$ cat config.mk
export PLATFORM = sky130hd
export DESIGN_NAME = pc_sequencer_flat
export DESIGN_NICKNAME = d
export VERILOG_FILES = /design/src/rtl/pc_seq_pkg.sv /design/src/rtl/pc_sequencer_if.sv /design/src/rtl/pc_ret_stack.sv /design/src/rtl/pc_sequencer.sv /design/src/flat_wrapper.sv
export SDC_FILE = /design/constraint.sdc
export NUM_CORES = 1
export LEC_CHECK = 0
export CAP_MARGIN = 20
export CORE_ASPECT_RATIO = 2
export CORE_MARGIN = 3
export CORE_UTILIZATION = 45
export DETAILED_ROUTE_END_ITERATION = 8
export HOLD_SLACK_MARGIN = 0.05
export PLACE_DENSITY = 0.7
export SLEW_MARGIN = 20
export SYNTH_ARGS = -nofsm -noshare
export SYNTH_HDL_FRONTEND = slang
export SYNTH_SLANG_ARGS = --single-unit
$ cat constraint.sdc
create_clock -name Clk -period 3.55 [get_ports Clk]
set_input_delay 1.065 -clock Clk [delete_from_list [all_inputs] [get_ports Clk]]
set_output_delay 1.065 -clock Clk [all_outputs]
set_load 0.005 [all_outputs]
$ cat src/rtl/pc_seq_pkg.sv
// pc_seq_pkg -- shared definitions for the program sequencer.
//   PROG_START : program entry addresses, one per program index
//                (covers the full 1..8 range of NPROG; a build uses the
//                first NPROG entries).
//   NONE_IDX   : "no program running" index for the default NPROG.
//   seq_state_e: sequencer FSM states.
package pc_seq_pkg;

  localparam int NPROG_MAX = 8;
  localparam int NPROG_DEF = 3;
  localparam int NONE_IDX  = NPROG_DEF;

  localparam int unsigned PROG_START [NPROG_MAX] = '{
    32'd1, 32'd2, 32'd4, 32'd8, 32'd16, 32'd32, 32'd64, 32'd128
  };

  typedef enum logic [1:0] {
    IDLE = 2'd0,
    LOAD = 2'd1,
    RUN  = 2'd2
  } seq_state_e;

endpackage

$ cat src/rtl/pc_sequencer_if.sv
// pc_sequencer_if -- control/status bundle of the program sequencer.
//   Controls (master -> slave): Start, Stall, BranchUp, BranchDown,
//     BranchAbs, Call, Ret, PCTarget[OFFW].
//   Status (slave -> master): ProgCtr[L], ProgIdx[IW], Running, Done,
//     StackErr.
//   IW must equal $clog2(NPROG+1) of the attached sequencer.
interface pc_sequencer_if #(
  parameter int L    = 10,
  parameter int OFFW = 8,
  parameter int IW   = 2
);

  logic            Start;
  logic            Stall;
  logic            BranchUp;
  logic            BranchDown;
  logic            BranchAbs;
  logic            Call;
  logic            Ret;
  logic [OFFW-1:0] PCTarget;

  logic [L-1:0]    ProgCtr;
  logic [IW-1:0]   ProgIdx;
  logic            Running;
  logic            Done;
  logic            StackErr;

  modport master (
    output Start, Stall, BranchUp, BranchDown, BranchAbs, Call, Ret, PCTarget,
    input  ProgCtr, ProgIdx, Running, Done, StackErr
  );

  modport slave (
    input  Start, Stall, BranchUp, BranchDown, BranchAbs, Call, Ret, PCTarget,
    output ProgCtr, ProgIdx, Running, Done, StackErr
  );

endinterface

$ cat src/rtl/pc_ret_stack.sv
// pc_ret_stack -- SDEPTH x L return-address LIFO.
//   Clk, Reset   : clock, synchronous active-high reset (empties the stack)
//   clear_i      : empty the stack (wins over push/pop)
//   push_i       : push push_data_i (ignored when full)
//   pop_i        : pop top entry (ignored when empty or pushing)
//   pop_data_o   : current top entry, valid combinationally when !empty_o
//   full_o       : SDEPTH entries held
//   empty_o      : no entries held
module pc_ret_stack #(
  parameter int L      = 10,
  parameter int SDEPTH = 4
) (
  input  logic         Clk,
  input  logic         Reset,
  input  logic         clear_i,
  input  logic         push_i,
  input  logic         pop_i,
  input  logic [L-1:0] push_data_i,
  output logic [L-1:0] pop_data_o,
  output logic         full_o,
  output logic         empty_o
);

  localparam int SPW = $clog2(SDEPTH);
  localparam logic [SPW:0] SP_FULL = (SPW + 1)'(SDEPTH);
  localparam logic [SPW:0] SP_ONE  = (SPW + 1)'(1);

  logic [SPW:0] sp_q, sp_d;
  logic [SPW:0] sp_m1;
  logic [L-1:0] mem_q [SDEPTH];
  logic         do_push, do_pop;

  assign full_o  = (sp_q == SP_FULL);
  assign empty_o = (sp_q == '0);
  assign do_push = push_i & ~full_o & ~clear_i;
  assign do_pop  = pop_i & ~empty_o & ~clear_i & ~push_i;
  assign sp_m1   = sp_q - SP_ONE;

  // The sequencer needs the return address in the same cycle Ret is
  // issued, so the top entry is read asynchronously from registers.
  assign pop_data_o = mem_q[sp_m1[SPW-1:0]];

  always_comb begin
    sp_d = sp_q;
    if (clear_i) begin
      sp_d = '0;
    end else if (do_push) begin
      sp_d = sp_q + SP_ONE;
    end else if (do_pop) begin
      sp_d = sp_m1;
    end
  end

  always_ff @(posedge Clk) begin
    if (Reset) begin
      sp_q <= '0;
    end else begin
      sp_q <= sp_d;
    end
  end

  always_ff @(posedge Clk) begin
    if (do_push) begin
      mem_q[sp_q[SPW-1:0]] <= push_data_i;
    end
  end

endmodule

$ cat src/rtl/pc_sequencer.sv
// pc_sequencer -- program counter / sequencer for the single-cycle core.
//   Clk    : sole clock, all state on posedge
//   Reset  : synchronous, active-high; overrides Start
//   bus    : pc_sequencer_if.slave
//            in : Start, Stall, BranchUp, BranchDown, BranchAbs, Call, Ret,
//                 PCTarget
//            out: ProgCtr, ProgIdx, Running, Done, StackErr (all registered)
// Build option: define PC_SEQ_STACK_EN for the return stack (Call pushes,
// Ret pops, StackErr flags over/underflow). Without it, Call acts as
// BranchDown, Ret as PC+1 and StackErr is 0.
module pc_sequencer
  import pc_seq_pkg::*;
#(
  parameter int L      = 10,
  parameter int OFFW   = 8,
  parameter int NPROG  = NPROG_DEF,
  parameter int SDEPTH = 4
) (
  input  logic         Clk,
  input  logic         Reset,
  pc_sequencer_if.slave bus
);

  localparam int IW = $clog2(NPROG + 1);
  localparam logic [IW-1:0] NONE_I = IW'(NPROG);
  localparam logic [IW-1:0] LAST_I = IW'(NPROG - 1);
  localparam logic [IW-1:0] ONE_I  = IW'(1);
  localparam logic [L-1:0]  ONE_L  = L'(1);

  // Reject illegal configurations at elaboration.
  if (NPROG < 1 || NPROG > NPROG_MAX) begin : g_bad_nprog
    $error("pc_sequencer: NPROG must be 1..8");
  end
  if (SDEPTH < 2 || (SDEPTH & (SDEPTH - 1)) != 0) begin : g_bad_sdepth
    $error("pc_sequencer: SDEPTH must be a power of 2 and >= 2");
  end

  seq_state_e    state_q, state_d;
  logic [L-1:0]  pc_q, pc_d;
  logic [IW-1:0] idx_q, idx_d;
  logic          start_q;
  logic          running_q, running_d;
  logic          done_q, done_d;

  logic          start_rise;
  logic [IW-1:0] nxt;
  logic [L-1:0]  tgt_ext;
  logic [L-1:0]  pc_plus1;
  logic [L-1:0]  pc_run;
  logic          stk_clr;

`ifdef PC_SEQ_STACK_EN
  logic          err_q, err_d;
  logic          stk_push, stk_pop;
  logic [L-1:0]  stk_top;
  logic          stk_full, stk_empty;

  pc_ret_stack #(
    .L      (L),
    .SDEPTH (SDEPTH)
  ) u_ret_stack (
    .Clk         (Clk),
    .Reset       (Reset),
    .clear_i     (stk_clr),
    .push_i      (stk_push),
    .pop_i       (stk_pop),
    .push_data_i (pc_plus1),
    .pop_data_o  (stk_top),
    .full_o      (stk_full),
    .empty_o     (stk_empty)
  );
`endif

  assign start_rise = bus.Start & ~start_q;
  assign tgt_ext    = L'(bus.PCTarget);
  assign pc_plus1   = pc_q + ONE_L;

  // Program index that the next Start rise selects; NONE_I after the last.
  always_comb begin
    if (idx_q == NONE_I) begin
      nxt = '0;
    end else if (idx_q == LAST_I) begin
      nxt = NONE_I;
    end else begin
      nxt = idx_q + ONE_I;
    end
  end

  always_comb begin
    state_d = state_q;
    pc_d    = pc_q;
    idx_d   = idx_q;
    done_d  = 1'b0;
    pc_run  = pc_plus1;
    stk_clr = 1'b0;
`ifdef PC_SEQ_STACK_EN
    err_d    = err_q;
    stk_push = 1'b0;
    stk_pop  = 1'b0;
`endif

    if (start_rise) begin
      // A new program discards any return addresses left by the old one.
      stk_clr = 1'b1;
      idx_d   = nxt;
      if (nxt == NONE_I) begin
        pc_d    = '0;
        state_d = IDLE;
      end else begin
        pc_d    = L'(PROG_START[nxt]);
        state_d = LOAD;
      end
    end else begin
      case (state_q)
        LOAD: begin
          if (!bus.Start) begin
            state_d = RUN;
          end
        end
        RUN: begin
          if (!bus.Stall) begin
            if (bus.Ret) begin
`ifdef PC_SEQ_STACK_EN
              if (stk_empty) begin
                err_d = 1'b1;
              end else begin
                stk_pop = 1'b1;
                pc_run  = stk_top;
              end
`else
              pc_run = pc_plus1;
`endif
            end else if (bus.Call) begin
              pc_run = pc_q + tgt_ext;
`ifdef PC_SEQ_STACK_EN
              if (stk_full) begin
                err_d = 1'b1;
              end else begin
                stk_push = 1'b1;
              end
`endif
            end else if (bus.BranchAbs) begin
              pc_run = tgt_ext;
            end else if (bus.BranchUp) begin
              pc_run = pc_q - tgt_ext;
            end else if (bus.BranchDown) begin
              pc_run = pc_q + tgt_ext;
            end

            // Reaching address 0 ends the program; the stack clear wins
            // over any push/pop issued in the same cycle.
            if (pc_run == '0) begin
              pc_d    = '0;
              state_d = IDLE;
              done_d  = 1'b1;
              stk_clr = 1'b1;
            end else begin
              pc_d = pc_run;
            end
          end
        end
        default: begin
          pc_d = pc_q;
        end
      endcase
    end
  end

  assign running_d = (state_d == RUN);

  always_ff @(posedge Clk) begin
    if (Reset) begin
      state_q   <= IDLE;
      pc_q      <= '0;
      idx_q     <= NONE_I;
      start_q   <= 1'b0;
      running_q <= 1'b0;
      done_q    <= 1'b0;
    end else begin
      state_q   <= state_d;
      pc_q      <= pc_d;
      idx_q     <= idx_d;
      start_q   <= bus.Start;
      running_q <= running_d;
      done_q    <= done_d;
    end
  end

`ifdef PC_SEQ_STACK_EN
  always_ff @(posedge Clk) begin
    if (Reset) begin
      err_q <= 1'b0;
    end else begin
      err_q <= err_d;
    end
  end
  assign bus.StackErr = err_q;
`else
  assign bus.StackErr = 1'b0;
`endif

  assign bus.ProgCtr = pc_q;
  assign bus.ProgIdx = idx_q;
  assign bus.Running = running_q;
  assign bus.Done    = done_q;

endmodule

$ cat src/flat_wrapper.sv
// flat-port wrapper written by rule: the top's interface ports become plain ports
module pc_sequencer_flat import pc_seq_pkg::*;
#(
  parameter int L      = 10,
  parameter int OFFW   = 8,
  parameter int NPROG  = NPROG_DEF,
  parameter int SDEPTH = 4
)
  (Clk, Reset, bus_Start, bus_Stall, bus_BranchUp, bus_BranchDown, bus_BranchAbs, bus_Call, bus_Ret, bus_PCTarget, bus_ProgCtr, bus_ProgIdx, bus_Running, bus_Done, bus_StackErr);
  pc_sequencer_if #(.L(L), .OFFW(OFFW), .IW(($clog2(NPROG + 1)))) bus_i ();
  input  logic Clk;
  input  logic Reset;
  input wire logic [$bits(bus_i.Start)-1:0] bus_Start;
  input wire logic [$bits(bus_i.Stall)-1:0] bus_Stall;
  input wire logic [$bits(bus_i.BranchUp)-1:0] bus_BranchUp;
  input wire logic [$bits(bus_i.BranchDown)-1:0] bus_BranchDown;
  input wire logic [$bits(bus_i.BranchAbs)-1:0] bus_BranchAbs;
  input wire logic [$bits(bus_i.Call)-1:0] bus_Call;
  input wire logic [$bits(bus_i.Ret)-1:0] bus_Ret;
  input wire logic [$bits(bus_i.PCTarget)-1:0] bus_PCTarget;
  output wire logic [$bits(bus_i.ProgCtr)-1:0] bus_ProgCtr;
  output wire logic [$bits(bus_i.ProgIdx)-1:0] bus_ProgIdx;
  output wire logic [$bits(bus_i.Running)-1:0] bus_Running;
  output wire logic [$bits(bus_i.Done)-1:0] bus_Done;
  output wire logic [$bits(bus_i.StackErr)-1:0] bus_StackErr;
  assign bus_i.Start = bus_Start;
  assign bus_i.Stall = bus_Stall;
  assign bus_i.BranchUp = bus_BranchUp;
  assign bus_i.BranchDown = bus_BranchDown;
  assign bus_i.BranchAbs = bus_BranchAbs;
  assign bus_i.Call = bus_Call;
  assign bus_i.Ret = bus_Ret;
  assign bus_i.PCTarget = bus_PCTarget;
  assign bus_ProgCtr = bus_i.ProgCtr;
  assign bus_ProgIdx = bus_i.ProgIdx;
  assign bus_Running = bus_i.Running;
  assign bus_Done = bus_i.Done;
  assign bus_StackErr = bus_i.StackErr;
  pc_sequencer #(.L(L), .OFFW(OFFW), .NPROG(NPROG), .SDEPTH(SDEPTH)) u_core (.Clk(Clk), .Reset(Reset), .bus(bus_i));
endmodule
[Yosys cells after proc, flatten, opt, wreduce, memory -nomap -nowiden]
Memories as Yosys holds them, arrays and structs flattened.
Cells that the tools add are included.
Operators by class
  add/sub/neg operators: 4
  magnitude comparators: 1
  eq/ne operators: 7
  multiplexer cells: 24
  bitwise gates (word level): 4
  reductions and logical operators: 4
Operators with widths (number)
  10-bit 2-to-1 mux: 15
  2-bit 2-to-1 mux: 6
  10-bit by 1-bit adder with 10-bit output (second input constant): 1
  10-bit by 8-bit adder with 10-bit output: 1
  2-bit equality test (second input constant): 5
  10-bit logical NOT: 1
  10-bit by 8-bit subtractor with 10-bit output: 1
  3-bit by 4-bit greater-or-equal comparator with 1-bit output (second input constant): 1
  2-bit case mux with 2 select lines: 1
  4-bit OR reduction: 1
  2-bit NOT with 3-bit output: 1
  2-bit by 1-bit adder with 2-bit output (second input constant): 1
  2-bit by 1-bit equality test with 1-bit output (second input constant): 1
  1-bit 2-to-1 mux: 2
  2-bit by 1-bit inequality test with 1-bit output (second input constant): 1
  1-bit NOT: 2
  2-bit AND reduction: 1
  2-bit nonzero test: 1
  1-bit bitwise AND: 1
Storage, ports and cells
  register bits after elaboration: 17
  ROM bits: 256
  input port bits: 17
  word-level logic and storage cells: 51
  memories kept: 1
Memory list
  (no name shown): depth 8, width 32, rd ports 1, clocked after memory_dff 0, wr ports 0, RTL line pc_sequencer.sv:110  | pc_d = L'(PROG_START[nxt]);

[Depth between registers and ports, before layout]
  word-level depth: 15
  mapped depth: 13
  mapped depth without buffers: 13

[Worst setup path after synthesis]
OpenSTA, ideal clock, no wires.
  kind: input-to-reg
  from: in bus_PCTarget[0]
  to: reg u_core.state_q[1]
  library setup time: 115 ps
  data arrival time: 3497 ps
  required time: 3435 ps
  setup slack: -62 ps
  cell stages on the path: 12
  cell sequence: ha_1 > inv_1 > fa_1 > a211oi_1 > nor2_1 > xnor2_1 > a221oi_1 > nor3_1 > nor3_1 > and4_1 > or4b_1 > and2_1
Between the ends
  word-level cells in the longest chain between the ends: 14
  elaborated cells between the ends (all ways): 15
  those cells by class: add/sub (2); mux (12); reduce/logical (1)
RTL lines
  start: declaration: RTL line flat_wrapper.sv:20  | input wire logic [$bits(bus_i.PCTarget)-1:0] bus_PCTarget;
  10-bit by 8-bit adder with 10-bit output: RTL line pc_sequencer.sv:134, pc_sequencer.sv:147
  10-bit 2-to-1 mux: RTL line pc_sequencer.sv:146  | end else if (bus.BranchDown) begin
  10-bit 2-to-1 mux: RTL line pc_sequencer.sv:144  | end else if (bus.BranchUp) begin
  10-bit 2-to-1 mux: RTL line pc_sequencer.sv:142  | end else if (bus.BranchAbs) begin
  10-bit 2-to-1 mux (*): RTL line pc_sequencer.sv:133  | end else if (bus.Call) begin
  10-bit 2-to-1 mux (*): RTL line pc_sequencer.sv:122  | if (bus.Ret) begin
  10-bit 2-to-1 mux (*): RTL line pc_sequencer.sv:121  | if (!bus.Stall) begin
  10-bit 2-to-1 mux (*): RTL line pc_sequencer.sv:114  | case (state_q)
  10-bit 2-to-1 mux (*): RTL line pc_sequencer.sv:102  | if (start_rise) begin
  10-bit logical NOT (*): RTL line pc_sequencer.sv:152  | if (pc_run == '0) begin
  2-bit 2-to-1 mux (*): RTL line pc_sequencer.sv:152
  2-bit 2-to-1 mux (*): RTL line pc_sequencer.sv:121
  2-bit case mux with 2 select lines (*): RTL line pc_sequencer.sv:114
  2-bit 2-to-1 mux (*): RTL line pc_sequencer.sv:102
  end signal: assignment: RTL line pc_sequencer.sv:180  | state_q <= state_d;
  end: declaration: RTL line pc_sequencer.sv:38  | seq_state_e state_q, state_d;
Every way passes the cells marked *; elsewhere a longest branch is shown, timed or not. The select of a mux whose other input is x is not followed.
A chain may end at the register's enable or synchronous reset.

[Worst setup path in the final report]
Same ends and word-level chain as after synthesis.

==> results by group <==
Outcome
  • Status: finished with violations
  • Failing checks: negative setup slack

Routing
  • WL/cell: roughly 19 um
  • Post-Route WL: 9465 um
  • Via count: 3,054
  • Drt initial violations: 231
  • Via density: 6.120
  • Detail Route Antenna Nets: 0
  • Drt first pass iters: 5
  • Residual DRC: 0

Power
  • P per Cell Area: 189.0 nW/um^2
  • Maximum VDD drop: 0.2872 mV
  • Leak: 1.654 nW

Finish
  • Antenna fix cells: 0
  • Area Overhead vs Synth: 60.28%
  • Layout Cells excl Fill: between 400 and 500
  • Fillers: 367
  • Commonest non-fill, non-tap cell in the layout: buf_4
  • Commonest cells after routing, fill and taps aside: buf_4 (95), nor2_1 (29), inv_1 (21), clkdlybuf4s50_1 (21), nand2_1 (20)
  • Share of cells above drive strength 1: 0.3914
  • Finished Cell Area: about 3800 um^2
  • Fin util: 0.7625
  • Final #Nets: 486

Synth
  • Mapped Area: 2379 um^2
  • Post-synth EDFFs: 0
  • Register area share after synthesis: 0.1431
  • Net Count, Synth: 370
  • Synth Flop Type: dfxtp_1
  • Count of different cell masters after synthesis: 61
  • Async SR Flop Fraction: 0
  • FF+latch count, synth: 17
  • Syn_area_per_cell: between 7 and 8 um^2
  • Syn Inst Count: 327
  • Synth warn: 0

Timing
  • Final setup vio count: 1
  • Final hold violation count: 0
  • Final min period: 3.572 ns
  • Unrepaired setup endpoints after global routing: yes
  • Max-slew violation count: 0
  • Clock Skew: about 0.0016 ns
  • Post-route setup slack: -0.02239 ns
  • Fmax: 279.9 MHz
  • Fin crit share: 1.006

Floorplanning
  • Die Span Y: between 100 and 150 um
  • Die Span X: 57.41 um
  • I/O pins: 32
  • Core Area: 5000 um^2
  • Starting Density: 0.4757
  • Die area: around 6200 um^2
  • Num rows: 36

GRT
  • Largest net degree at the start of global routing: 13
  • GRT met2 Usage: 0.5494
  • GRT Util Overall: 0.3103
  • GR Util met1: 0.3396
  • Vias in the first global route: 3,152
  • Initial antenna violation count: 0
  • Overflow after GRT: 0
  • GR peak layer: met2
  • Met3 global-route usage: 0.02251
  • First-pass GRT wire length: between 15,000 and 20,000 um

Place
  • PortBufs: 30
  • Area after DPL: 3284 um^2
  • Routability cong.: about 0.95
  • DP Worst Slack: -0.8129 ns
  • Detailed-placement wirelength estimate: ~6800 um
  • Placed cell count: 479

Clocking
  • H-tree levels: 1
  • Bufs on Longest Clock Path: 2
  • Clk_lat worst skew: approximately 0.25 ns
  • TritonCTS Buffers: 3
  • CTS root buffer: clkbuf_8
  • Clock transition at path regs: 0.06 ns
  • CTS tree: done
  • Count of clock tree sinks: 17

Setup path
  • R2R Setup Slk: ~0.3 ns
  • CP cell instances: buf_8, ha_4, inv_2, fa_2, a211oi_4, nor2_1, xnor2_1, a221oi_2, nor3_2, nor3_2, and4_1, or4b_4, and2_4
  • Crit path DAT: about 3.7 ns
  • Req. time, crit path: 3.70 ns
  • Critical Path Sink Type: flop
  • Crit path launch type: primary input
  • Slowest-stage cell, CP: or4b_4
  • Delay-heaviest family, CP: simple AND/OR/NAND/NOR gates
  • Max FO, Critical Path: 3
  • Crit path largest cell delay: 0.48 ns
  • Crit path top cell by count: nor3_2
  • CP Class: in2reg
  • WP buf/inv: 2

Run
  • Max-cap viol count: 0

Hold path
  • Hold/Removal Path Class: reg2reg
==> repair_timing <==
item	4_1_cts	5_1_grt
resized for setup	83	25
setup buffers	8	8
hold buffers	0	0
hold endpoints to repair	0	0
pin swaps	36	21
endpoints found under the setup margin	7	3
==> final timing paths <==
path	startpoint	to	depth (start not counted)
setup / recovery	bus_PCTarget[0]	u_core.state_q[1]	13
hold / removal	u_core.bus.ProgCtr[7]	u_core.bus.ProgCtr[7]	2
setup reg to reg	u_core.bus.ProgCtr[0]	u_core.state_q[1]	13
hold reg to reg	u_core.bus.ProgCtr[7]	u_core.bus.ProgCtr[7]	2
==> logic make-up (layout without fill, tap and decap cells) <==
| family | count (synthesis) | count (layout) | share of synthesized area |
|---|---|---|---|
| AND/OR/NAND/NOR | 120 | 120 | 0.2725 |
| AO/OA/AOI/OAI | 102 | 102 | 0.2983 |
| buffers and inverters | 44 | 159 | 0.07733 |
| adder cells (fa/ha/maj) | 26 | 26 | 0.1431 |
| flip-flops | 17 | 17 | 0.1431 |
| XOR/XNOR | 15 | 15 | 0.05523 |
| multiplexers | 2 | 2 | 0.008942 |
| other | 1 | 1 | 0.001577 |
==> metal layers <==
layer	share of wire	routed length [um]
met1	0.36	3409
met5	0	0
met4	0.064	603
met3	0.052	491
met2	0.52	4961
==> cell usage after synthesis (2+ instances only) <==
master      n  share of area
or2_2       2         0.0053
a21o_1      3         0.0095
ha_1       24           0.13
a221oi_1    3          0.011
o21bai_1    2         0.0063
clkbuf_1    7          0.011
o22ai_1     5          0.013
o211a_1     2         0.0084
a211o_1     3          0.011
nand2_1    22          0.035
dfxtp_1    17           0.14
and4_1      3          0.011
a21oi_1    19          0.040
o2111ai_1   2         0.0074
buf_4       3         0.0095
o211ai_1    7          0.022
nor3_1     14          0.029
and3_1      6          0.016
fa_1        2          0.017
inv_1      28          0.044
a31oi_1     5          0.013
xor2_1      5          0.018
xnor2_1    10          0.037
o21ai_0    17          0.036
buf_2       6          0.013
and2_1      2         0.0053
a211oi_1    9          0.028
o21a_1      2         0.0063
nor2b_1     8          0.021
nor4_1      3         0.0079
nor2_1     31          0.049
nand3_1    12          0.025
o31ai_1     5          0.016
nand4_1     3         0.0079
nand2b_1    7          0.018
a22oi_1     3         0.0095
==> cell type report <==
type	count	area, um^2	share of cell area
Clock buffer	4	45.04	0.01181
Inverter	28	105.1	0.02757
Multi-Input combinational cell	266	2228	0.5845
Sequential cell	17	340.3	0.08927
Tap cell	57	71.32	0.01871
Timing Repair Buffer	127	1022	0.2681
==> registers in the layout, summed over array words and instances, names as in the netlist <==
register and flops:
u_core.bus.ProgIdx 2, u_core.bus.Running 1, u_core.start_q 1, u_core.bus.Done 1, u_core.state_q 2, u_core.bus.ProgCtr 10
==> where the power goes <==
group	switching, mW	total, mW	internal [mW]	leakage [nW]
combinational	0.181	0.367	0.186	1.49
clock	0.0643	0.144	0.0797	0.0228
sequential	0.0114	0.210	0.198	0.139
==> metrics by stage <==
step                setup TNS (ns)  hold slack, ns  power [mW]
global placement            -3.597          0.5636      0.4983
floorplan                        0          0.5168      0.3594
detailed placement          -3.908          0.5908      0.5006
finish                    -0.02239          0.6330      0.7205
CTS                              0          0.6176      0.6939
global route               -0.2812          0.6621      0.7546
==> worst min-delay path: cells and delay by family, from the launching register on <==
kind	cells	cell delay, ns
flip-flops	1	0.42
AND/OR/NAND/NOR	1	0.11
AO/OA/AOI/OAI	1	0.06
No activity file was read; power rests on OpenSTA's default activity.
==> patch 1: new RTL, same flow settings <==
`pc_q` no longer has a reset.
--- a/src/rtl/pc_sequencer.sv
+++ b/src/rtl/pc_sequencer.sv
@@ -172,5 +172,4 @@
     if (Reset) begin
       state_q   <= IDLE;
-      pc_q      <= '0;
       idx_q     <= NONE_I;
       start_q   <= 1'b0;
@@ -179,5 +178,4 @@
     end else begin
       state_q   <= state_d;
-      pc_q      <= pc_d;
       idx_q     <= idx_d;
       start_q   <= bus.Start;
@@ -187,4 +185,8 @@
   end
 
+  always_ff @(posedge Clk) begin
+    pc_q <= pc_d;
+  end
+
 `ifdef PC_SEQ_STACK_EN
   always_ff @(posedge Clk) begin
Behaviour: not the same (Yosys sat finds a counterexample within 4 cycles, from zero or initial values and one cycle with Reset high).
==> patch 1 against the unedited design <==
- sequential power grew 23%
- routed wire length shrank 12%
- largest power group unchanged
- total power increased by 42%
- setup slack improved by 99 ps
- clock skew hardly changed
- largest cell class unchanged
- synthesized area up 5.2%
- die area up 4.8%
- worst hold slack worse by 61 ps
- cell area decreased by 5.6%
- final cell count fell by 6.0%
- critical path depth unchanged
- sequential cell count unchanged
- first-iteration DRC count down 48%
- critical path type unchanged
==> patch 1: results (changes against the unedited design) <==
Global routing
  – Largest net degree at the start of global routing: 17 (+4)
  – Met2 global-route usage: 0.465 (-0.0848)
  – Met3 usage: 0.0209 (-0.00163)
  – Global Route Usage Sum: 0.259 (-0.0516)
  – Vias in the first global route: 2886 (-8.4%)
  – Met1 Resource Use GR: 0.268 (-0.0715)

Routing
  – Met1 Wirelength: 3000 um (-12%)
  – Routed wire length on met2: 4440 um (-11%)
  – Initial drt markers: 120 (-48%)
  – Final WL: 8350 um (-12%)
  – Met3 WL: 321 um (-35%)
  – Pre-antenna DRT Iters: 4 (-1)

Place
  – Setup Slack @ Placement: -688 ps (+125 ps)
  – Placed cell area: 3290 sq um (about the same)

Layout
  – Register area: 440 sq um (+29%)
  – Net count, final: 455 (-6.4%)
  – Share of layout cells above drive strength 1: 0.348 (-0.0435)

Timing
  – Clk_skew: 1.46 ps (-0.126 ps)
  – Final WS setup: 76.4 ps (+98.8 ps)

Worst setup path
  – Slowest cell on crit path: fa_2
  – Crit. Startpoint: bus_PCTarget[1]
  – Worst r2r src: u_core.bus.ProgCtr[1]
  – Worst-path maximum fanout: 4 (+1)
  – Crit path DAT: 3670 ps (-50 ps)

Logic synthesis
  – Syn Nets: 354 (-4.3%)
  – Portion of netlist area occupied by mux cells: 0.0165 (+0.00756)
  – Post-synthesis sequential area ratio: 0.176 (+0.0329)
  – Synth top cells by count: nand2_1, nor2_1, ha_1, inv_1, o21ai_0
  – EDFF count, synth: 10 (+10)

Run status
  – Outcome: complete, no violations

Worst hold path
  – Hold endpoint: u_core.state_q[1]
  – HP Start: u_core.state_q[1]

Power
  – Sw power: 0.393 mW (+53%)
[patch 1: cell count changes after synthesis, moves of 6 or more]
cell	unedited run	this run
a21oi_1	19	13
dfxtp_1	17	7
inv_1	28	20
clkbuf_8	0	6
a211oi_1	9	2
nor3_1	14	8
clkbuf_1	7	1
nand2_1	22	32
edfxtp_1	0	10
[patch 1: layout make-up]
type                       count  share of cell area
sequential                    17               0.122
inverter                      21              0.0219
tap                           58              0.0202
timing repair buffer         112               0.256
multi-input combinational    257               0.567
clock buffer                   4              0.0125
[patch 1: timing repair]
action	4_1_cts	5_1_grt
gates resized for setup	41	23
pin swaps	20	26
setup endpoints to repair	6	3
buffers inserted	5	2
[patch 1: power groups by stage]
stage | combinational, mW | sequential [mW] | clock (mW)
2_1_floorplan | 0.308 | 0.256 | 0
3_3_place_gp | 0.529 | 0.256 | 0
3_5_place_dp | 0.538 | 0.257 | 0
4_1_cts | 0.590 | 0.257 | 0.145
5_1_grt | 0.672 | 0.262 | 0.153
6_report | 0.623 | 0.259 | 0.144
==> patch 2: new RTL, same settings <==
Without the edit above. `OFFW` is set to 8 in 3 places; all go to 10.
--- a/src/rtl/pc_sequencer_if.sv
+++ b/src/rtl/pc_sequencer_if.sv
@@ -7,5 +7,5 @@
 interface pc_sequencer_if #(
   parameter int L    = 10,
-  parameter int OFFW = 8,
+  parameter int OFFW = 10,
   parameter int IW   = 2
 );
--- a/src/rtl/pc_sequencer.sv
+++ b/src/rtl/pc_sequencer.sv
@@ -13,5 +13,5 @@
 #(
   parameter int L      = 10,
-  parameter int OFFW   = 8,
+  parameter int OFFW   = 10,
   parameter int NPROG  = NPROG_DEF,
   parameter int SDEPTH = 4
--- a/src/flat_wrapper.sv
+++ b/src/flat_wrapper.sv
@@ -3,5 +3,5 @@
 #(
   parameter int L      = 10,
-  parameter int OFFW   = 8,
+  parameter int OFFW   = 10,
   parameter int NPROG  = NPROG_DEF,
   parameter int SDEPTH = 4
Interface: changed (resized bus_PCTarget); port bits go from 32 to 34. The function was not compared with the original's and may differ.
==> patch 2 against the unedited design <==
- cell area up 3.5%
- non-clock buffer count is 4 lower
- total power is 4.7% lower
- sequential cell count is the same
- synthesized area increased by 4.3%
- routed wire length shrank 3.0%
- setup slack better by 43 ps
==> patch 2: results (changes against the unedited design) <==
Place
  – Dpl cells: 495 (+3.3%)
  – HPWL Detailed: 6890 um (+1.3%)
  – GPL Wtd Cong: 1.01 (+6.3%)
  – Port bufs: 32 (+6.7%)
  – Placed cell area: 3420 sq um (+4.0%)
  – Setup Slack @ Placement: -671 ps (+142 ps)

Power
  – Leakage: 1.67 nW (+1.1%)
  – Max VDD drop: 0.000277 V (-3.6%)

Run status
  – Outcome: complete, no violations

Global routing
  – Vias in the first global route: 3139 (-0.41%)
  – Largest net degree at the start of global routing: 19 (+6)
  – Global-route wire length before repair: 14400 um (-4.8%)

Logic synthesis
  – Post-synthesis sequential area ratio: 0.137 (-0.00585)
  – Leading post-synthesis cells by cell area: dfxtp_1, ha_1, a21oi_1, nor2_1, inv_1
  – Post-synth cell types: 69 (+13%)
  – Synth top cells by count: nor2_1, a21oi_1, ha_1, inv_1, nand2_1
  – Syn Nets: 386 (+4.3%)

Timing
  – Worst hold margin: 574 ps (-58.6 ps)
  – Clk_skew: 1.84 ps (+0.254 ps)

Layout
  – Share of layout cells above drive strength 1: 0.358 (-0.0335)
  – Fill cell count: 368 (+0.27%)
  – Net count, final: 495 (+1.9%)

Routing
  – Routed vias/inst: 6.15 (+0.49%)
  – Wire length per cell: 18.2 um (-4.2%)

Worst setup path
  – Slowest cell on crit path: or4_4
  – Reg2reg path depth: 12 (-1)
patch 2: layer usage:
layer,vias up,part of all wire,GRT usage
met1,1463,0.35,0.286
met3,47,0.048,0.0338
li1,1474,-,-
met4,0,0.060,0.155
met5,-,0,0
met2,122,0.54,0.511
patch 2: cells by family after synthesis:
logic type      share of synthesized area
mux                                0.0242
flops                               0.137
compound gates                      0.296
simple gates                        0.260
xor+xnor                           0.0530
other cells                       0.00151
buf+inv                            0.0807
fa+ha+maj                           0.147
patch 2: layout make-up:
cell class,count,area share
Multi-Input combinational cell,275,0.597
Timing Repair Buffer,123,0.260
Sequential cell,17,0.0862
Inverter,28,0.0266
Tap cell,58,0.0184
Clock buffer,4,0.0114
patch 2: how the worst max path moves through the flow:
stage,cells past startpoint,endpoint,start,slack (ps)
6_report,11,u_core.bus.Running,bus_PCTarget[3],20
5_1_grt,13,u_core.bus.Running,bus_PCTarget[0],-120
4_1_cts,14,u_core.bus.Running,bus_PCTarget[4],1
3_5_place_dp,13,u_core.bus.Running,bus_PCTarget[0],-670
3_3_place_gp,13,u_core.bus.Running,bus_PCTarget[0],-600
2_1_floorplan,11,u_core.bus.Running,bus_PCTarget[0],20
patch 2: power groups by stage:
stage | Sequential (mW) | Combinational, mW | Clock [mW]
2_1_floorplan | 0.208 | 0.139 | 0
3_3_place_gp | 0.210 | 0.272 | 0
3_5_place_dp | 0.210 | 0.275 | 0
4_1_cts | 0.206 | 0.299 | 0.148
5_1_grt | 0.208 | 0.359 | 0.153
6_report | 0.207 | 0.333 | 0.147
patch 2: what timing repair did:
action	CTS	global route
hold buffers	0	0
endpoints found under the hold margin	0	0
endpoints found under the setup margin	7	6
gates resized for setup	48	50
pin swaps	18	32
buffers inserted	4	2
